--- src/rtl/seg7_pkg.sv ---
// Glyph table and scan-state type shared by the 7-segment scan driver and its decoder.
package seg7_pkg;

  typedef logic [6:0] seg7_t;

  // Active-low {g,f,e,d,c,b,a}
  localparam seg7_t SEG_BLANK = 7'b1111111;
  localparam seg7_t SEG_DASH  = 7'b0111111;

  localparam seg7_t SEG_0 = 7'b1000000;
  localparam seg7_t SEG_1 = 7'b1111001;
  localparam seg7_t SEG_2 = 7'b0100100;
  localparam seg7_t SEG_3 = 7'b0110000;
  localparam seg7_t SEG_4 = 7'b0011001;
  localparam seg7_t SEG_5 = 7'b0010010;
  localparam seg7_t SEG_6 = 7'b0000010;
  localparam seg7_t SEG_7 = 7'b1111000;
  localparam seg7_t SEG_8 = 7'b0000000;
  localparam seg7_t SEG_9 = 7'b0010000;
  localparam seg7_t SEG_A = 7'b0001000;
  localparam seg7_t SEG_B = 7'b0000011;
  localparam seg7_t SEG_C = 7'b1000110;
  localparam seg7_t SEG_D = 7'b0100001;
  localparam seg7_t SEG_E = 7'b0000110;
  localparam seg7_t SEG_F = 7'b0001110;

  typedef enum logic {
    ST_IDLE = 1'b0,
    ST_SCAN = 1'b1
  } scan_state_e;

endpackage

--- src/rtl/seg7_glyph_decode.sv ---
// Nibble to active-low 7-segment glyph. Hex letters A..F exist only when SEG7_HEX_EN
// is defined; otherwise hex_mode is ignored and codes 10..15 show a dash.
module seg7_glyph_decode
  import seg7_pkg::*;
(
  input  logic [3:0] nibble,
  input  logic       hex_mode,
  output logic [6:0] glyph_c
);

`ifdef SEG7_HEX_EN
  logic hex_sel_c;
  assign hex_sel_c = hex_mode;
`else
  logic hex_sel_c;
  logic unused_hex_mode;
  assign hex_sel_c       = 1'b0;
  assign unused_hex_mode = hex_mode;
`endif

  always_comb begin
    glyph_c = SEG_DASH;
    case (nibble)
      4'h0: glyph_c = SEG_0;
      4'h1: glyph_c = SEG_1;
      4'h2: glyph_c = SEG_2;
      4'h3: glyph_c = SEG_3;
      4'h4: glyph_c = SEG_4;
      4'h5: glyph_c = SEG_5;
      4'h6: glyph_c = SEG_6;
      4'h7: glyph_c = SEG_7;
      4'h8: glyph_c = SEG_8;
      4'h9: glyph_c = SEG_9;
      4'hA: glyph_c = hex_sel_c ? SEG_A : SEG_DASH;
      4'hB: glyph_c = hex_sel_c ? SEG_B : SEG_DASH;
      4'hC: glyph_c = hex_sel_c ? SEG_C : SEG_DASH;
      4'hD: glyph_c = hex_sel_c ? SEG_D : SEG_DASH;
      4'hE: glyph_c = hex_sel_c ? SEG_E : SEG_DASH;
      4'hF: glyph_c = hex_sel_c ? SEG_F : SEG_DASH;
      default: glyph_c = SEG_DASH;
    endcase
  end

endmodule

--- src/rtl/seg7_scan_driver.sv ---
// Time-multiplexed common-anode 7-segment scanner with leading-zero blanking, per-digit
// decimal points and frame-boundary value commit. Hex glyphs compiled in by SEG7_HEX_EN.
module seg7_scan_driver
  import seg7_pkg::*;
#(
  parameter int unsigned DIGITS = 4,
  parameter int unsigned DIV    = 50000
) (
  input  logic                clk,
  input  logic                rst,
  input  logic                en,
  input  logic                load,
  input  logic [4*DIGITS-1:0] value,
  input  logic [DIGITS-1:0]   dp,
  input  logic                blank_lz,
  input  logic                hex_mode,
  output logic [6:0]          seg,
  output logic                seg_dp,
  output logic [DIGITS-1:0]   an,
  output logic                frame_done
);

  localparam int unsigned IDX_W = (DIGITS > 1) ? $clog2(DIGITS) : 1;
  localparam int unsigned CNT_W = $clog2(DIV);
  localparam int unsigned VAL_W = 4 * DIGITS;
  localparam logic [IDX_W-1:0] IDX_LAST = IDX_W'(DIGITS - 1);
  localparam logic [CNT_W-1:0] CNT_LAST = CNT_W'(DIV - 1);

  scan_state_e       state_q, state_d;
  logic [CNT_W-1:0]  cnt_q, cnt_d;
  logic [IDX_W-1:0]  idx_q, idx_d;
  logic [VAL_W-1:0]  pend_val_q, pend_val_d;
  logic [DIGITS-1:0] pend_dp_q, pend_dp_d;
  logic [VAL_W-1:0]  disp_val_q, disp_val_d;
  logic [DIGITS-1:0] disp_dp_q, disp_dp_d;
  logic [DIGITS-1:0] an_q, an_d;
  seg7_t             seg_q, seg_d;
  logic              seg_dp_q, seg_dp_d;
  logic              frame_done_q, frame_done_d;

  logic              tick_c;
  logic [3:0]        sel_nib_c;
  logic              sel_dp_c;
  logic              sel_blank_c;
  logic [DIGITS-1:0] sel_an_c;
  logic [DIGITS-1:0] lz_blank_c;
  logic              all_zero_c;
  logic [6:0]        glyph_c;

  // Scan sequencing: the first tick out of idle shows digit 0 without advancing;
  // display only takes the pending value on the DIGITS-1 -> 0 wrap.
  always_comb begin
    state_d    = state_q;
    cnt_d      = cnt_q;
    idx_d      = idx_q;
    pend_val_d = pend_val_q;
    pend_dp_d  = pend_dp_q;
    disp_val_d = disp_val_q;
    disp_dp_d  = disp_dp_q;
    tick_c     = 1'b0;

    if (load) begin
      pend_val_d = value;
      pend_dp_d  = dp;
    end

    if (!en) begin
      state_d = ST_IDLE;
      cnt_d   = '0;
      idx_d   = '0;
    end else begin
      tick_c = (cnt_q == CNT_LAST);
      cnt_d  = tick_c ? '0 : cnt_q + CNT_W'(1);
      if (tick_c) begin
        case (state_q)
          ST_IDLE: begin
            state_d = ST_SCAN;
            idx_d   = '0;
          end
          ST_SCAN: begin
            if (idx_q == IDX_LAST) begin
              idx_d      = '0;
              disp_val_d = load ? value : pend_val_q;
              disp_dp_d  = load ? dp : pend_dp_q;
            end else begin
              idx_d = idx_q + IDX_W'(1);
            end
          end
          default: state_d = ST_IDLE;
        endcase
      end
    end
  end

  // Digit about to be shown: nibble, dp request, blanking and anode pattern.
  always_comb begin
    sel_nib_c   = 4'h0;
    sel_dp_c    = 1'b0;
    sel_blank_c = 1'b0;
    sel_an_c    = '1;
    lz_blank_c  = '0;
    all_zero_c  = 1'b1;
    for (int i = DIGITS - 1; i >= 1; i--) begin
      all_zero_c    = all_zero_c & (disp_val_d[4*i +: 4] == 4'h0);
      lz_blank_c[i] = blank_lz & all_zero_c;
    end
    for (int i = 0; i < DIGITS; i++) begin
      if (idx_d == IDX_W'(i)) begin
        sel_nib_c   = disp_val_d[4*i +: 4];
        sel_dp_c    = disp_dp_d[i];
        sel_blank_c = lz_blank_c[i];
        sel_an_c[i] = 1'b0;
      end
    end
  end

  seg7_glyph_decode u_glyph (
    .nibble   (sel_nib_c),
    .hex_mode (hex_mode),
    .glyph_c  (glyph_c)
  );

  // Output pins only change on a tick (new slot) or when disabled.
  always_comb begin
    an_d         = an_q;
    seg_d        = seg_q;
    seg_dp_d     = seg_dp_q;
    frame_done_d = 1'b0;
    if (!en) begin
      an_d     = '1;
      seg_d    = SEG_BLANK;
      seg_dp_d = 1'b1;
    end else if (tick_c) begin
      frame_done_d = (idx_d == IDX_LAST);
      if (sel_blank_c) begin
        an_d     = '1;
        seg_d    = SEG_BLANK;
        seg_dp_d = 1'b1;
      end else begin
        an_d     = sel_an_c;
        seg_d    = glyph_c;
        seg_dp_d = ~sel_dp_c;
      end
    end
  end

  always_ff @(posedge clk or posedge rst) begin
    if (rst) begin
      state_q      <= ST_IDLE;
      cnt_q        <= '0;
      idx_q        <= '0;
      pend_val_q   <= '0;
      pend_dp_q    <= '0;
      disp_val_q   <= '0;
      disp_dp_q    <= '0;
      an_q         <= '1;
      seg_q        <= SEG_BLANK;
      seg_dp_q     <= 1'b1;
      frame_done_q <= 1'b0;
    end else begin
      state_q      <= state_d;
      cnt_q        <= cnt_d;
      idx_q        <= idx_d;
      pend_val_q   <= pend_val_d;
      pend_dp_q    <= pend_dp_d;
      disp_val_q   <= disp_val_d;
      disp_dp_q    <= disp_dp_d;
      an_q         <= an_d;
      seg_q        <= seg_d;
      seg_dp_q     <= seg_dp_d;
      frame_done_q <= frame_done_d;
    end
  end

  assign an         = an_q;
  assign seg        = seg_q;
  assign seg_dp     = seg_dp_q;
  assign frame_done = frame_done_q;

endmodule
--- config.mk ---
export PLATFORM = sky130hd
export DESIGN_NAME = seg7_scan_driver
export DESIGN_NICKNAME = d
export VERILOG_FILES = /design/src/rtl/seg7_pkg.sv /design/src/rtl/seg7_glyph_decode.sv /design/src/rtl/seg7_scan_driver.sv
export SDC_FILE = /design/constraint.sdc
export NUM_CORES = 1
export LEC_CHECK = 0
export CORE_UTILIZATION = 50
export CTS_BUF_LIST = sky130_fd_sc_hd__clkbuf_16
export DETAILED_ROUTE_END_ITERATION = 12
export PLACE_DENSITY_LB_ADDON = 0.3
export SKIP_CTS_REPAIR_TIMING = 1
export SLEW_MARGIN = 15
export SYNTH_ARGS = -nofsm -noshare
export SYNTH_HDL_FRONTEND = slang
export SYNTH_HIERARCHICAL = 1
export SYNTH_SLANG_ARGS = --single-unit
export TNS_END_PERCENT = 5
--- constraint.sdc ---
create_clock -name clk -period 3 [get_ports clk]
set_clock_uncertainty 0.15 [all_clocks]
set_input_delay 0.6 -clock clk [delete_from_list [all_inputs] [get_ports clk]]
set_output_delay 0.6 -clock clk [all_outputs]
set_load 0.02 [all_outputs]
==> qor.txt <==
status - finished, violations left
register area share after synthesis - 51.7%
relative slew slack - 53.0%
first-pass GRT wire length - 12200 um
slowest stage cell, crit path - or4b_4
worst-margin pin slew - 705 ps
failing checks - negative setup slack
pin count of the biggest net entering global routing - 33
Worst EP required - 3110 ps
EDFF count, synth - 0
Power Density - 467 nW/um^2
maximum clock rate - 0.329 GHz
critical-path maximum fanout - 7
port buffer count - 37
commonest register cell after synthesis - dfrtp_1
Cells after Synth - 290
crit path cell chain - nor4b_4 > nand4_4 > nor2_4 > buf_12 > mux2_4 > mux2i_1 > mux2i_1 > or4b_4 > o211ai_2 > inv_1 > a21oi_2
First-pass DRT Iterations - 5
Critical path buffers and inverters - 2
largest family of logic cells by synthesized area - multiplexers
die area - 7370 um^2
Setup crit start - cnt_q[5]
final worst slack - -37.4 ps
Nets - 398
I/O pin cnt - 39
Final Util - 68.6%
Post-route DRC - 0
Via density - 5.25
VDD IR-drop max - 0.262 mV
vias in the first global route - 2494
Initial Utilization - 51.8%
Pwr Total - 2.18 mW
Synth Area in Compound Gates - 7.54%
Die H - 85.9 um
Final Max Slew Viols - 0
Num CTS Buffers - 9
Post-Syn Area per Cell - 12.1 um^2
asr flop ratio synth - 100%
Setup Viol. Count Final - 1
Max-Cap Viols - 0
GPL Wtd Cong - 0.821
Max clock buf depth - 2
CP Launch Type - flip-flop
multiplexer area fraction after synthesis - 18.6%
routed via count - 2472
Root Buffer - clkbuf_16
Simple-Gate Fraction of Synth Area - 14.5%
crit-path max cell delay - 580 ps
syn_nets - 318
synth warn - 6
hold slack - 315 ps
antenna violations before repair - 0
Top cell by count, worst path - mux2i_1
WS Path Type - flip-flop to flip-flop
synthesis-stage register bit count - 72
Antenna Violating Nets Remaining - 0
Die Wd - 85.9 um
DRT iter0 DRCs - 119
critical path endpoint category - flip-flop
Final Instance Area - 4660 um^2
CTS tree - yes
Synth cell types - 61
RSZ-0062 raised after global routing - yes
reg2reg setup slack - -40 ps
Leak - 2.02 nW
DP Worst Slack - -267 ps
worst hold path class - flip-flop to flip-flop
Skew-Pair Late Insertion Delay - 330 ps
critical path arrival - 3140 ps
Post-Synth Adder-Cell Area - 0.711%
drt total wl - 7270 um
share of layout cells above drive strength 1 - 36.5%
sequential cell area - 1820 um^2
Clock Pin Slew Worst Setup and Hold Paths - 60 ps
Hold Startpoint - cnt_q[0]
core area - 6790 um^2
final hold viol count - 0
crit share post-route - 101%
Total GRT Usage - 21.5%
synth-to-layout area growth - 32.4%
count of standard-cell rows - 30
Fillers - 481
WL/cell - 15.4 um
mapped cell area - 3520 um^2
CTS sink cnt - 72
Reg2Reg Launch Point - cnt_q[5]
Antenna Cells - 0
fin crit period - 3040 ps
hpwl dp - 4980 um
total gr overflow - 0
CTS H-tree lvls - 3
xor-xnor portion of the synthesized cell area - 3.24%
Top delay family on crit path - simple AND/OR/NAND/NOR gates
area of the multi-input gates - 1630 um^2
Placed Area - 4270 um^2
placed cells by master, fill, tap and decap left out, types with 4 or more instances in the layout:
cell / count
dfrtp_1: 60
clkdlybuf4s50_1: 37
buf_4: 36
nor2_1: 34
mux2_2: 33
inv_1: 13
dfstp_2: 12
nand2_1: 11
mux2i_1: 11
clkbuf_16: 10
nand3_1: 9
mux2_4: 9
a21oi_1: 7
xnor2_1: 7
xor2_1: 6
and3_1: 4
and2_1: 4
nand4_1: 4
nor4_1: 4
a21oi_2: 4
registers in the layout (all words and copies together) (netlist names):
signal / count
an: 4
pend_val_q: 16
cnt_q: 16
seg_dp: 1
frame_done: 1
seg: 7
state_q: 1
idx_q: 2
pend_dp_q: 4
disp_val_q: 16
disp_dp_q: 4
cell families (layout without fill, tap and decap cells):
| group | Yosys count | in the layout |
|---|---|---|
| compound gates | 33 | 33 |
| xor+xnor | 13 | 13 |
| fa+ha+maj | 2 | 2 |
| buf+inv | 24 | 109 |
| mux | 57 | 57 |
| flops | 72 | 72 |
| simple gates | 89 | 89 |
worst register-to-register path, stage by stage, from the launching register on:
cell	delay, ps
dfrtp_1	410
nor4b_4	380
nand4_4	180
nor2_4	230
buf_12	160
mux2_4	310
mux2i_1	150
mux2i_1	130
or4b_4	580
o211ai_2	80
inv_1	80
a21oi_2	130
cell usage after synthesis (2+ instances only):
cell	n	area, um^2
a41oi_1	2	17.5
nand3_1	9	45.0
xnor2_1	7	61.3
xor2_1	6	52.6
dfstp_2	12	315
o21a_1	3	22.5
mux2_2	41	462
mux2i_1	12	120
nor2_1	34	128
o211ai_2	2	25.0
buf_2	3	15.0
o21ai_0	2	10.0
nor4_1	4	25.0
a21oi_1	10	50.1
buf_6	4	45.0
inv_1	12	45.0
clkbuf_1	2	7.51
dfrtp_1	60	1500
and3_1	5	31.3
and2_1	4	25.0
o21ai_1	2	10.0
nand2_1	11	41.3
nand4_1	4	25.0
ha_1	2	25.0
stage by stage:
step                cells  setup TNS (ps)
finish                471           -37.4
global route          471            -637
CTS                   464               0
detailed placement    448           -1780
global placement      448           -1430
floorplan             290            -137
power breakdown:
group | internal, mW | switching (mW)
sequential | 1.00 | 0.00892
clock | 0.629 | 0.391
combinational | 0.0803 | 0.0655
per-layer routing:
layer	share of wire, %	up-vias	track usage (%)
li1	-	1188	-
met1	47	1226	29.0
met2	48	48	34.5
met3	3.3	10	4.43
met4	1.6	0	8.18
met5	0	-	0
final cells by class:
class	instances	share of cell area, %
Clock buffer	9	4.83
Clock inverter	7	1.21
Inverter	13	1.10
Timing Repair Buffer	80	16.3
Multi-Input combinational cell	194	35.0
Sequential cell	72	39.0
Tap cell	96	2.58
path summary, 6_finish.rpt:
check	end	depth (start not counted)
worst max-delay path	seg[3]	11
worst min-delay path	cnt_q[0]	1
worst max register to register	seg[3]	11
worst min register to register	cnt_q[0]	1
max in group asynchronous	cnt_q[2]	3
min in group asynchronous	pend_dp_q[0]	2
No activity file was read; power rests on OpenSTA's default activity.
